`config.mk`:
```
export PLATFORM = sky130hd
export DESIGN_NAME = mod_counter_flat
export DESIGN_NICKNAME = d
export VERILOG_FILES = /design/src/rtl/mod_counter_pkg.sv /design/src/rtl/mod_counter_if.sv /design/src/rtl/mod_counter_prescaler.sv /design/src/rtl/mod_counter.sv /design/src/flat_wrapper.sv
export SDC_FILE = /design/constraint.sdc
export NUM_CORES = 1
export LEC_CHECK = 0
export BUFFER_PORTS_ARGS = -buffer_cell sky130_fd_sc_hd__buf_2
export CAP_MARGIN = 20
export CORE_MARGIN = 5
export CORE_UTILIZATION = 60
export CTS_CLUSTER_SIZE = 16
export DETAILED_ROUTE_END_ITERATION = 7
export GPL_TIMING_DRIVEN = 0
export PLACE_DENSITY = 0.84
export SLEW_MARGIN = 10
export SYNTH_ARGS = -nofsm -noshare
export SYNTH_HDL_FRONTEND = slang
export SYNTH_HIERARCHICAL = 1
export SYNTH_SLANG_ARGS = --single-unit
```
`constraint.sdc`:
```
create_clock -name clk -period 10.6 [get_ports clk]
set_input_delay 1.59 -clock clk [delete_from_list [all_inputs] [get_ports clk]]
set_output_delay 1.59 -clock clk [all_outputs]
set_load 0.005 [all_outputs]
```
`src/rtl/mod_counter_pkg.sv`:
```
// Shared types for the modulo up/down counter.
// Optional prescaler feature: MOD_COUNTER_PRESCALE_EN.
package mod_counter_pkg;

   typedef enum logic [1:0] {
      MODE_WRAP    = 2'b00,
      MODE_SAT     = 2'b01,
      MODE_ONESHOT = 2'b10
   } mode_e;

   typedef enum logic {
      ST_COUNT = 1'b0,
      ST_HALT  = 1'b1
   } state_e;

endpackage

```
`src/rtl/mod_counter_if.sv`:
```
// Control and status bundle for mod_counter.
// Carries the prescale field only under MOD_COUNTER_PRESCALE_EN.
interface mod_counter_if #(
   parameter int N          = 8,
   parameter int PRESCALE_W = 4
);
   logic         enable;
   logic         up_down;
   logic         load;
   logic [N-1:0] load_val;
   logic [N-1:0] modulo;
   logic [1:0]   mode;
   logic [N-1:0] count;
   logic         tc;
   logic         done;
`ifdef MOD_COUNTER_PRESCALE_EN
   logic [PRESCALE_W-1:0] prescale;
`endif

`ifdef MOD_COUNTER_PRESCALE_EN
   modport master (
      output enable, up_down, load, load_val, modulo, mode, prescale,
      input  count, tc, done
   );
   modport slave (
      input  enable, up_down, load, load_val, modulo, mode, prescale,
      output count, tc, done
   );
`else
   modport master (
      output enable, up_down, load, load_val, modulo, mode,
      input  count, tc, done
   );
   modport slave (
      input  enable, up_down, load, load_val, modulo, mode,
      output count, tc, done
   );
`endif

endinterface

```
`src/rtl/mod_counter_prescaler.sv`:
```
// Enable-gated tick divider: fires every (prescale+1)-th enable cycle.
// Present only when MOD_COUNTER_PRESCALE_EN is defined.
`ifdef MOD_COUNTER_PRESCALE_EN
module mod_counter_prescaler #(
   parameter int W = 4
) (
   input  logic         clk,
   input  logic         rst,
   input  logic         enable,
   input  logic         clear,
   input  logic [W-1:0] prescale,
   output logic         tick
);
   logic [W-1:0] cnt_q, cnt_d;

   assign tick = enable && (cnt_q >= prescale);

   always_comb begin
      cnt_d = cnt_q;
      if (clear) begin
         cnt_d = '0;
      end else if (enable) begin
         cnt_d = tick ? '0 : cnt_q + 1'b1;
      end
   end

   always_ff @(posedge clk or posedge rst) begin
      if (rst) cnt_q <= '0;
      else     cnt_q <= cnt_d;
   end

endmodule
`endif

```
`src/rtl/mod_counter.sv`:
```
// Modulo up/down counter with wrap, saturate and one-shot modes.
// Define MOD_COUNTER_PRESCALE_EN to add the tick prescaler.
module mod_counter
   import mod_counter_pkg::*;
#(
   parameter int N          = 8,
   parameter int PRESCALE_W = 4
) (
   input  logic     clk,
   input  logic     rst,
   mod_counter_if.slave bus
);
   logic [N-1:0] count_q, count_d;
   logic         tc_q, tc_d;
   state_e       state_q, state_d;
   logic         tick;
   logic [N-1:0] tv;
   logic [N-1:0] step;
   logic [N-1:0] nxt;
   logic         at_term;
   logic         halted;
   logic         sat_like;
   logic         oneshot;

`ifdef MOD_COUNTER_PRESCALE_EN
   mod_counter_prescaler #(.W(PRESCALE_W)) u_presc (
      .clk      (clk),
      .rst      (rst),
      .enable   (bus.enable),
      .clear    (bus.load),
      .prescale (bus.prescale),
      .tick     (tick)
   );
`else
   logic unused_pw;
   assign unused_pw = ^PRESCALE_W;
   assign tick      = bus.enable;
`endif

   assign oneshot  = (bus.mode == MODE_ONESHOT);
   assign sat_like = (bus.mode == MODE_SAT) || oneshot;
   assign halted   = (state_q == ST_HALT) && oneshot;

   always_comb begin
      tv      = bus.up_down ? bus.modulo : '0;
      at_term = bus.up_down ? (count_q >= bus.modulo)
                            : (count_q == '0);
      step    = bus.up_down ? count_q + 1'b1 : count_q - 1'b1;
      // modulo may have dropped below count; never step above it
      if (step > bus.modulo) step = bus.modulo;
      if (!at_term)      nxt = step;
      else if (sat_like) nxt = tv;
      else               nxt = bus.up_down ? '0 : bus.modulo;
   end

   always_comb begin
      count_d = count_q;
      tc_d    = 1'b0;
      state_d = state_q;
      if (bus.load) begin
         count_d = (bus.load_val > bus.modulo) ? bus.modulo
                                               : bus.load_val;
         state_d = ST_COUNT;
      end else if (bus.modulo == '0) begin
         count_d = '0;
         state_d = ST_COUNT;
      end else if (!halted) begin
         state_d = ST_COUNT;
         if (tick) begin
            count_d = nxt;
            tc_d    = (nxt == tv) && (count_q != tv);
            if (oneshot && nxt == tv) state_d = ST_HALT;
         end
      end
   end

   always_ff @(posedge clk or posedge rst) begin
      if (rst) begin
         count_q <= '0;
         tc_q    <= 1'b0;
         state_q <= ST_COUNT;
      end else begin
         count_q <= count_d;
         tc_q    <= tc_d;
         state_q <= state_d;
      end
   end

   assign bus.count = count_q;
   assign bus.tc    = tc_q;
   assign bus.done  = (state_q == ST_HALT);

endmodule
```
`src/flat_wrapper.sv`:
```
// flat-port wrapper written by rule: the top's interface ports become plain ports
module mod_counter_flat import mod_counter_pkg::*;
#(
   parameter int N          = 8,
   parameter int PRESCALE_W = 4
)
  (clk, rst, bus_enable, bus_up_down, bus_load, bus_load_val, bus_modulo, bus_mode, bus_count, bus_tc, bus_done);
  mod_counter_if #(.N(N), .PRESCALE_W(PRESCALE_W)) bus_i ();
  input  logic clk;
  input  logic rst;
  input wire logic [$bits(bus_i.enable)-1:0] bus_enable;
  input wire logic [$bits(bus_i.up_down)-1:0] bus_up_down;
  input wire logic [$bits(bus_i.load)-1:0] bus_load;
  input wire logic [$bits(bus_i.load_val)-1:0] bus_load_val;
  input wire logic [$bits(bus_i.modulo)-1:0] bus_modulo;
  input wire logic [$bits(bus_i.mode)-1:0] bus_mode;
  output wire logic [$bits(bus_i.count)-1:0] bus_count;
  output wire logic [$bits(bus_i.tc)-1:0] bus_tc;
  output wire logic [$bits(bus_i.done)-1:0] bus_done;
  assign bus_i.enable = bus_enable;
  assign bus_i.up_down = bus_up_down;
  assign bus_i.load = bus_load;
  assign bus_i.load_val = bus_load_val;
  assign bus_i.modulo = bus_modulo;
  assign bus_i.mode = bus_mode;
  assign bus_count = bus_i.count;
  assign bus_tc = bus_i.tc;
  assign bus_done = bus_i.done;
  mod_counter #(.N(N), .PRESCALE_W(PRESCALE_W)) u_core (.clk(clk), .rst(rst), .bus(bus_i));
endmodule
```
# After elaboration in Yosys (flattened, before gate mapping)
# Index checks and enable logic that the tools add are counted.
# word_totals
register_bits	10
latchBits	0
ram_bits	0
rom_bits	0
out_inout_bits	10
elab_cells	42
memories	0
# classes
n_addsub	2
n_mul	0
div_mod_pow	0
n_lt_le_gt_ge	3
n_eq_ne	5
shifts	0
n_mux	21
n_bitwise	0
n_reduce_logical	8
# ops
op	count
$mux W8	11
$gt A8 B8 Y1	2
$logic_not A8 Y1	2
$mux W1	10
$add A8 B1 Y8 const B	1
$eq A8 B8 Y1	1
$ge A8 B8 Y1	1
$ne A8 B8 Y1	1
$sub A8 B1 Y8 const B	1
$logic_and A1 B1 Y1	3
$ne A3 B3 Y1 const B	1
$reduce_bool A3 Y1	1
$eq A2 B1 Y1 const B	1
$eq A2 B2 Y1 const B	1
$reduce_and A2 Y1	1
$logic_or A1 B1 Y1	1

# Logic depth before layout (Yosys ltp)
# Gate-level depths: netlist of run 1.
# depth
ltp_word	12
depth_mapped	19
depth_no_buf	17

# Least setup slack after synthesis of run 1
# OpenSTA, ideal clock, no wires.
# synth_path
path_kind	in2reg
startpoint	in bus_up_down
endpoint	reg u_core.state_q, in the netlist u_core/bus.done
setup_time_ns	0.101
t_arrival_ns	5.258
required_ns	10.499
slack_ns	5.241
cell_stages	16
n_path_buf	1
path_cell_list	clkbuf_1 > inv_1 > ha_1 > a21o_1 > a2111oi_0 > a21oi_1 > xnor2_2 > ha_1 > and4_1 > o31a_1 > nand2_1 > o21ai_0 > and2_1 > o32ai_1 > o2111ai_1 > o32ai_1
# synth_between
elab_chain_cells	11
# synth_rtl
element	line_no	rtl
start: declaration	flat_wrapper.sv:12	input wire logic [$bits(bus_i.up_down)-1:0] bus_up_down;
$mux W8	mod_counter.sv:48	step = bus.up_down ? count_q + 1'b1 : count_q - 1'b1;
$gt A8 B8 Y1	mod_counter.sv:50	if (step > bus.modulo) step = bus.modulo;
$mux W8	mod_counter.sv:50	
$mux W8	mod_counter.sv:51	if (!at_term) nxt = step;
$eq A8 B8 Y1 *	mod_counter.sv:72	if (oneshot && nxt == tv) state_d = ST_HALT;
$logic_and A1 B1 Y1 *	mod_counter.sv:72	
$mux W1 *	mod_counter.sv:72	
$mux W1 *	mod_counter.sv:69	if (tick) begin
$mux W1 *	mod_counter.sv:67	end else if (!halted) begin
$mux W1 *	mod_counter.sv:64	end else if (bus.modulo == '0) begin
$mux W1 *	mod_counter.sv:60	if (bus.load) begin
end signal: assignment	mod_counter.sv:85	state_q <= state_d;
end: declaration	mod_counter.sv:15	state_e state_q, state_d;
# Mark *: on every way between the ends. The rest lies on a longest branch, timed or not. The select of a mux whose other input is x is not followed.
# A chain may end at the register's enable or synchronous reset.

# Worst setup path in the final report of run 1
# Same ends and word-level chain as after synthesis.

==> impl_metrics.py, run 1 <==
metrics = {
    "setup_path": {
        "crit_type": "in -> reg",
        "cp_max_fo": 10,
        "r2r_cells": 18,
        "reg2reg_from": "u_core/bus.count[0]$_DFFE_PP0P_",
        "endpoint_kind": "flip-flop",
        "reg2reg_to": "u_core/bus.done$_DFFE_PP0P_",
        "r2r_slack_ps": 6120,
        "cp-start-kind": "input pin",
        "cp.arrival_ps": 6160,
        "worstPathRequired_ps": 10730,
    },
    "route": {
        "viasPerCell": 6.49,
        "wirelength_mm": 6.26,
        "ant_nets": 0,
        "vias": 2402,
        "first_pass_iters": 5,
        "drc_errors": 0,
        "drt_iter0_drc": 346,
        "routedWlPerCell_um": 16.9,
    },
    "die": {
        "pin_count": 33,
        "start_util_pct": 63.2,
        "die_x_um": 70.0,
        "row_count": 21,
        "die-area_sq_um": 4900,
        "die_h_um": 70.0,
        "core_sq_um": 3420,
    },
    "logic_synthesis": {
        "synthArstFlopShare_pct": 100,
        "syn_inst": 292,
        "yosys_warnings": 6,
        "yosysMostFrequentCell": "nor2_1",
        "synth_nets": 347,
        "synth_area_sq_um": 2160,
        "yosysSeqAreaShare_pct": 11.6,
        "syn_area_per_cell_sq_um": 7.40,
        "ys_ff_latch": 10,
        "synth_top_area_share_pct": 18.0,
        "synthFlopType": "dfrtp_1",
        "netlist_top_cells_area": "ha_1 (18%), dfrtp_1 (12%), a21oi_1 (5.8%), nor2_1 (5.6%), o21ai_0 (5.1%)",
        "synth.top_cells.by_count": "nor2_1 (32), ha_1 (31), a21oi_1 (25)",
        "yosysTopAreaCell": "ha_1",
        "ys_types": 54,
        "synth_edf_count": 0,
    },
    "clocking": {
        "post_cts_resized": 0,
        "postCtsSetupBuffers": 0,
        "clock_sinks": 10,
        "cts_root_buffer": "clkbuf_4",
        "insertion_delay_ps": 270,
        "cts_tree": "yes",
        "cts_buffer_depth": 2,
        "postCtsHoldBufs": 0,
        "cts_inserted_buffers": 3,
        "clkTransAtPathRegs_ps": 70,
        "htreeDepth": 1,
    },
    "timing": {
        "maxSlewViolCount": 0,
        "slew_headroom_pct": 64.9,
        "timing.final.ws_setup_ps": 4570,
        "finalClockSkew_ps": 3.52,
        "rsz0062_at_grt": "false",
        "fmaxAchievable_mhz": 166,
        "fin_tns_setup_ps": 0,
        "worst_pin_slew_ps": 527,
        "post-route-min-period_ps": 6030,
        "setup_viol": 0,
        "hold_viol_final": 0,
        "layout_worst_path_cycle_share_pct": 56.9,
    },
    "final_layout": {
        "layout-drive-gt1-share_pct": 16.0,
        "fin_nets": 380,
        "antennaDiodeCount": 0,
        "syn2layout_area_growth_pct": 10.8,
        "stdcell_count": 370,
        "n_fill_cell": 310,
    },
    "hold_path": {
        "hold_end": "u_core/bus.done$_DFFE_PP0P_",
        "hold_depth": 2,
        "hold_path_startpoint": "u_core/bus.done$_DFFE_PP0P_",
        "hp-class": "reg -> reg",
    },
    "global_routing": {
        "antenna_found_initial": 0,
        "grt_pass1_vias": 2150,
        "gr-usage-all-layers_pct": 25.2,
        "overflow": 0,
        "grt_pass1_wl_mm": 10.2,
        "grt_max_degree": 11,
    },
    "power_and_ir_drop": {
        "swShare_pct": 54.4,
        "clkPwrFrac_pct": 6.2,
        "comb_power_share_pct": 81.2,
        "internal-power_mw": 0.260,
        "power_frac_seq_pct": 12.6,
        "p_sw_mw": 0.310,
        "ir_drop_mv": 0.117,
        "leakagePower_nw": 1.07,
        "power.density_nw_per_um2": 238,
    },
    "place": {
        "placed_cells": 366,
        "gp_congestion": 0.926,
        "dpl.hpwl_mm": 4.92,
        "portBuffers": 28,
        "post-place-ws_ps": 4420,
    },
    "run_status": {
        "status": "finished, final reports clean",
    },
    "flow_run": {
        "maxCapViolCount": 0,
    },
}
logic make-up after synthesis:
kind of cell	after synthesis	synth area share, %
simple gates	103	24.0
buf+inv	34	6.49
xor+xnor	15	6.43
mux	9	4.58
compound gates	89	28.0
flops	10	11.6
fa+ha+maj	32	18.9
layer usage:
metal	GRT usage, %	wire [um]	vias to the layer above
met5	0	0	-
met4	7.87	154	0
met3	3.73	572	26
met2	41.0	2790	160
met1	34.1	2740	1073
li1	-	-	1143
final cells by class:
type	count	area [sq um]	area share, %
multi-input cells	248	1770	73.9
flip-flops and latches	10	250	10.5
repair buffers	28	140	5.85
inverters	19	71.3	2.98
plain buffers	15	68.8	2.88
well taps	46	57.6	2.40
clock buffers	4	36.3	1.52
sequential cells by signal, indices dropped and copies added, names as in the netlist:
signal,count
u_core/bus.count,8
u_core/bus.done,1
u_core/bus.tc,1
worst max-delay path by stage:
stage	start	end
6_report	bus_up_down	u_core/bus.done$_DFFE_PP0P_
5_1_grt	bus_up_down	u_core/bus.done$_DFFE_PP0P_
4_1_cts	bus_up_down	u_core/bus.done$_DFFE_PP0P_
3_5_place_dp	bus_up_down	u_core/bus.done$_DFFE_PP0P_
3_3_place_gp	bus_up_down	u_core/bus.done$_DFFE_PP0P_
2_1_floorplan	bus_up_down	u_core/bus.done$_DFFE_PP0P_
placed cells by master, fill, tap and decap left out, types with 11 or more instances in the layout:
| cell | netlist | final |
|---|---|---|
| a31oi_1 | 11 | 11 |
| a21oi_1 | 25 | 25 |
| xnor2_1 | 11 | 11 |
| nand2_1 | 23 | 23 |
| clkbuf_1 | 11 | 11 |
| buf_2 | 1 | 29 |
| ha_1 | 31 | 31 |
| nand4_1 | 11 | 11 |
| o21ai_0 | 22 | 22 |
| inv_1 | 19 | 19 |
| nor2_1 | 32 | 32 |
power groups by stage:
stage | Combinational, mW | Sequential [mW] | Clock [mW]
after floorplan | 0.349 | 0.0648 | 0
after global placement | 0.436 | 0.0716 | 0
after detailed placement | 0.445 | 0.0727 | 0
after CTS | 0.448 | 0.0721 | 0.0358
after global routing | 0.504 | 0.0739 | 0.0384
final | 0.463 | 0.0720 | 0.0355
worst max-delay path, stage by stage:
cell	delay, ps
buf_2	160
clkbuf_1	370
inv_1	310
ha_1	430
a21o_1	210
a2111oi_0	390
a21oi_1	160
xnor2_2	280
ha_1	300
and4_1	240
nand4_1	110
o31a_1	270
nand2_1	110
o21ai_0	410
o21ai_0	160
and4b_1	210
nor3_1	300
o32ai_1	140
per-stage QoR:
step | total power, mW | area, sq um | util [%] | hold WS (ps)
2_1_floorplan | 0.414 | 2160 | - | 550
3_3_place_gp | 0.508 | 2360 | 69.0 | 562
3_5_place_dp | 0.518 | 2360 | 69.0 | 569
4_1_cts | 0.556 | 2390 | 70.1 | 582
5_1_grt | 0.616 | 2390 | 70.1 | 611
6_report | 0.570 | 2390 | 70.1 | 588
No activity file was read; power rests on OpenSTA's default activity.
==> inputs of run 2 (changes only) <==
Settings changed: CORE_UTILIZATION 60 to 53, PLACE_DENSITY 0.84 to 0.78.
Clock period 10.6 ns to 4.9 ns, I/O delays scaled along.
==> impl_metrics.py, run 2 (same netlist as run 1, synthesis figures left out) <==
metrics = {
    "clocking": {
        "cts_root_buffer": "clkbuf_8",
        "htreeDepth": 1,
        "postCtsHoldBufs": 0,
        "cts_inserted_buffers": 3,
        "clkTransAtPathRegs_ps": 50,
        "cts_buffer_depth": 2,
        "insertion_delay_ps": 230,
        "clock_sinks": 10,
        "cts_tree": "yes",
    },
    "route": {
        "routedWlPerCell_um": 16.5,
        "drc_errors": 0,
        "viasPerCell": 6.18,
        "ant_nets": 0,
        "drt_iter0_drc": 320,
        "vias": 2331,
        "wirelength_mm": 6.21,
        "first_pass_iters": 5,
    },
    "timing": {
        "setup_viol": 0,
        "maxSlewViolCount": 0,
        "finalClockSkew_ps": 1.17,
        "timing.final.ws_setup_ps": 267,
        "rsz0062_at_grt": "false",
        "worst_pin_slew_ps": 533,
        "fmaxAchievable_mhz": 216,
        "slew_headroom_pct": 64.5,
        "post-route-min-period_ps": 4630,
        "layout_worst_path_cycle_share_pct": 94.5,
        "hold_viol_final": 0,
    },
    "power_and_ir_drop": {
        "leakagePower_nw": 1.09,
        "power.density_nw_per_um2": 516,
        "ir_drop_mv": 0.260,
    },
    "place": {
        "dpl.hpwl_mm": 4.92,
        "gp_congestion": 0.955,
        "portBuffers": 28,
        "post-place-ws_ps": -474,
    },
    "hold_path": {
        "hp-class": "in -> async",
    },
    "final_layout": {
        "layout-drive-gt1-share_pct": 17.4,
        "most-common-layout-cells": "nor2_1 (32), ha_1 (31), buf_2 (28)",
        "ff_latch_area_sq_um": 250,
        "mostFrequentLayoutCell": "nor2_1",
        "fin_util_pct": 61.7,
        "largest_reg_flops": 8,
        "syn2layout_area_growth_pct": 13.4,
        "n_fill_cell": 373,
        "antennaDiodeCount": 0,
        "fin_nets": 383,
        "multi_input_area_sq_um": 1770,
    },
    "flow_run": {
        "maxCapViolCount": 0,
    },
    "setup_path": {
        "critPathLaunch": "bus_up_down",
        "crit_chain": "clkbuf_4 > clkinvlp_4 > ha_1 > a21o_1 > a2111oi_0 > a21oi_1 > xnor2_2 > ha_1 > and4_1 > o31a_1 > a22oi_4 > buf_4 > a31oi_1 > o2bb2ai_1 > o2111ai_1 > o32ai_1",
        "path_common_cell": "ha_1",
        "worstPathRequired_ps": 5040,
        "max_stage_delay_ps": 400,
        "cp_max_fo": 14,
        "cp_top_family": "compound AO/OA/AOI/OAI gates",
        "cp.arrival_ps": 4770,
        "crit_type": "in -> reg",
        "slowest_stage": "a2111oi_0",
        "cp-start-kind": "input pin",
        "crit_buf_inv": 3,
        "reg2reg_from": "u_core/bus.count[0]$_DFFE_PP0P_",
        "endpoint_kind": "flip-flop",
    },
    "global_routing": {
        "grt_pass1_wl_mm": 9.66,
        "grt_max_degree": 15,
        "antenna_found_initial": 0,
        "overflow": 0,
        "gr-usage-all-layers_pct": 22.7,
        "grt_pass1_vias": 2009,
    },
    "die": {
        "start_util_pct": 54.4,
        "die_h_um": 73.8,
        "pin_count": 33,
        "core_sq_um": 3970,
        "die_x_um": 73.8,
        "row_count": 23,
        "die-area_sq_um": 5450,
    },
    "run_status": {
        "status": "finished, final reports clean",
    },
}
==> run 2: changes by cell type in the layout (fill, tap and decap cells not counted) <==
cell	before	now
buf_2	29	28
buf_4	1	5
clkbuf_1	11	10
clkbuf_4	3	1
clkbuf_8	1	4
clkinvlp_4	0	1
inv_1	19	18
o21ai_0	22	21
o21ai_1	0	1
==> run 2: area by class of cell <==
| cell class | instances | area share (%) |
|---|---|---|
| Tap cell | 50 | 2.55 |
| Clock buffer | 4 | 2.25 |
| Timing Repair Buffer | 32 | 7.05 |
| Sequential cell | 10 | 10.2 |
| Inverter | 19 | 3.06 |
| Multi-Input combinational cell | 248 | 72.2 |
| Buffer | 14 | 2.66 |
==> run 2: stage by stage <==
stage | total power, mW | setup TNS (ps) | area, sq um | hold WS [ps] | instances
floorplan | 0.895 | 0 | 2160 | 550 | 292
global placement | 1.10 | -1010 | 2360 | 562 | 370
detailed placement | 1.12 | -1360 | 2360 | 559 | 370
CTS | 1.23 | 0 | 2410 | 481 | 373
global route | 1.37 | 0 | 2450 | 516 | 377
finish | 1.26 | 0 | 2450 | 471 | 377
==> run 2: worst register-to-register path, cell delays in order, from the launching register on <==
cell       delay [ps]
dfrtp_1           380
buf_2             210
inv_1             150
fa_1              460
nor2b_1           160
o31a_1            180
mux2i_1            80
nor2_1            230
inv_1             160
ha_1              300
o21ai_0           150
nor2_1             90
nand4bb_2         350
a22oi_4           310
buf_4             220
a31oi_1           100
o2bb2ai_1         200
o2111ai_1         200
o32ai_1           290
==> run 2: what timing repair did <==
action                                 in CTS  in global routing
endpoints found under the hold margin       0                  0
buffers inserted                            0                  4
pin swaps                                   0                  1
setup endpoints to repair                   2                  2
gates resized for setup                     0                  3
==> run 2: power breakdown <==
part	switching, mW	total, mW	internal [mW]
clock	0.0318	0.102	0.0706
combinational	0.582	1.01	0.424
sequential	0.0509	0.156	0.105
==> run 2: final timing paths <==
| path | endpoint | slack [ps] | cells past startpoint |
|---|---|---|---|
| min in group clk | u_core/bus.done$_DFFE_PP0P_ | 570 | 2 |
| hold / removal | u_core/bus.count[6]$_DFFE_PP0P_ | 470 | 2 |
| setup reg to reg | u_core/bus.done$_DFFE_PP0P_ | 570 | 18 |
| hold reg to reg | u_core/bus.done$_DFFE_PP0P_ | 570 | 2 |
| max in group asynchronous | u_core/bus.count[1]$_DFFE_PP0P_ | 4150 | 2 |
| setup / recovery | u_core/bus.done$_DFFE_PP0P_ | 270 | 16 |
==> run 2: layer usage <==
metal	wire length [um]	up-vias	track usage, %
li1	-	1147	-
met1	2840	1077	31.5
met2	2830	98	37.6
met3	445	9	3.42
met4	87	0	3.82
met5	0	-	0
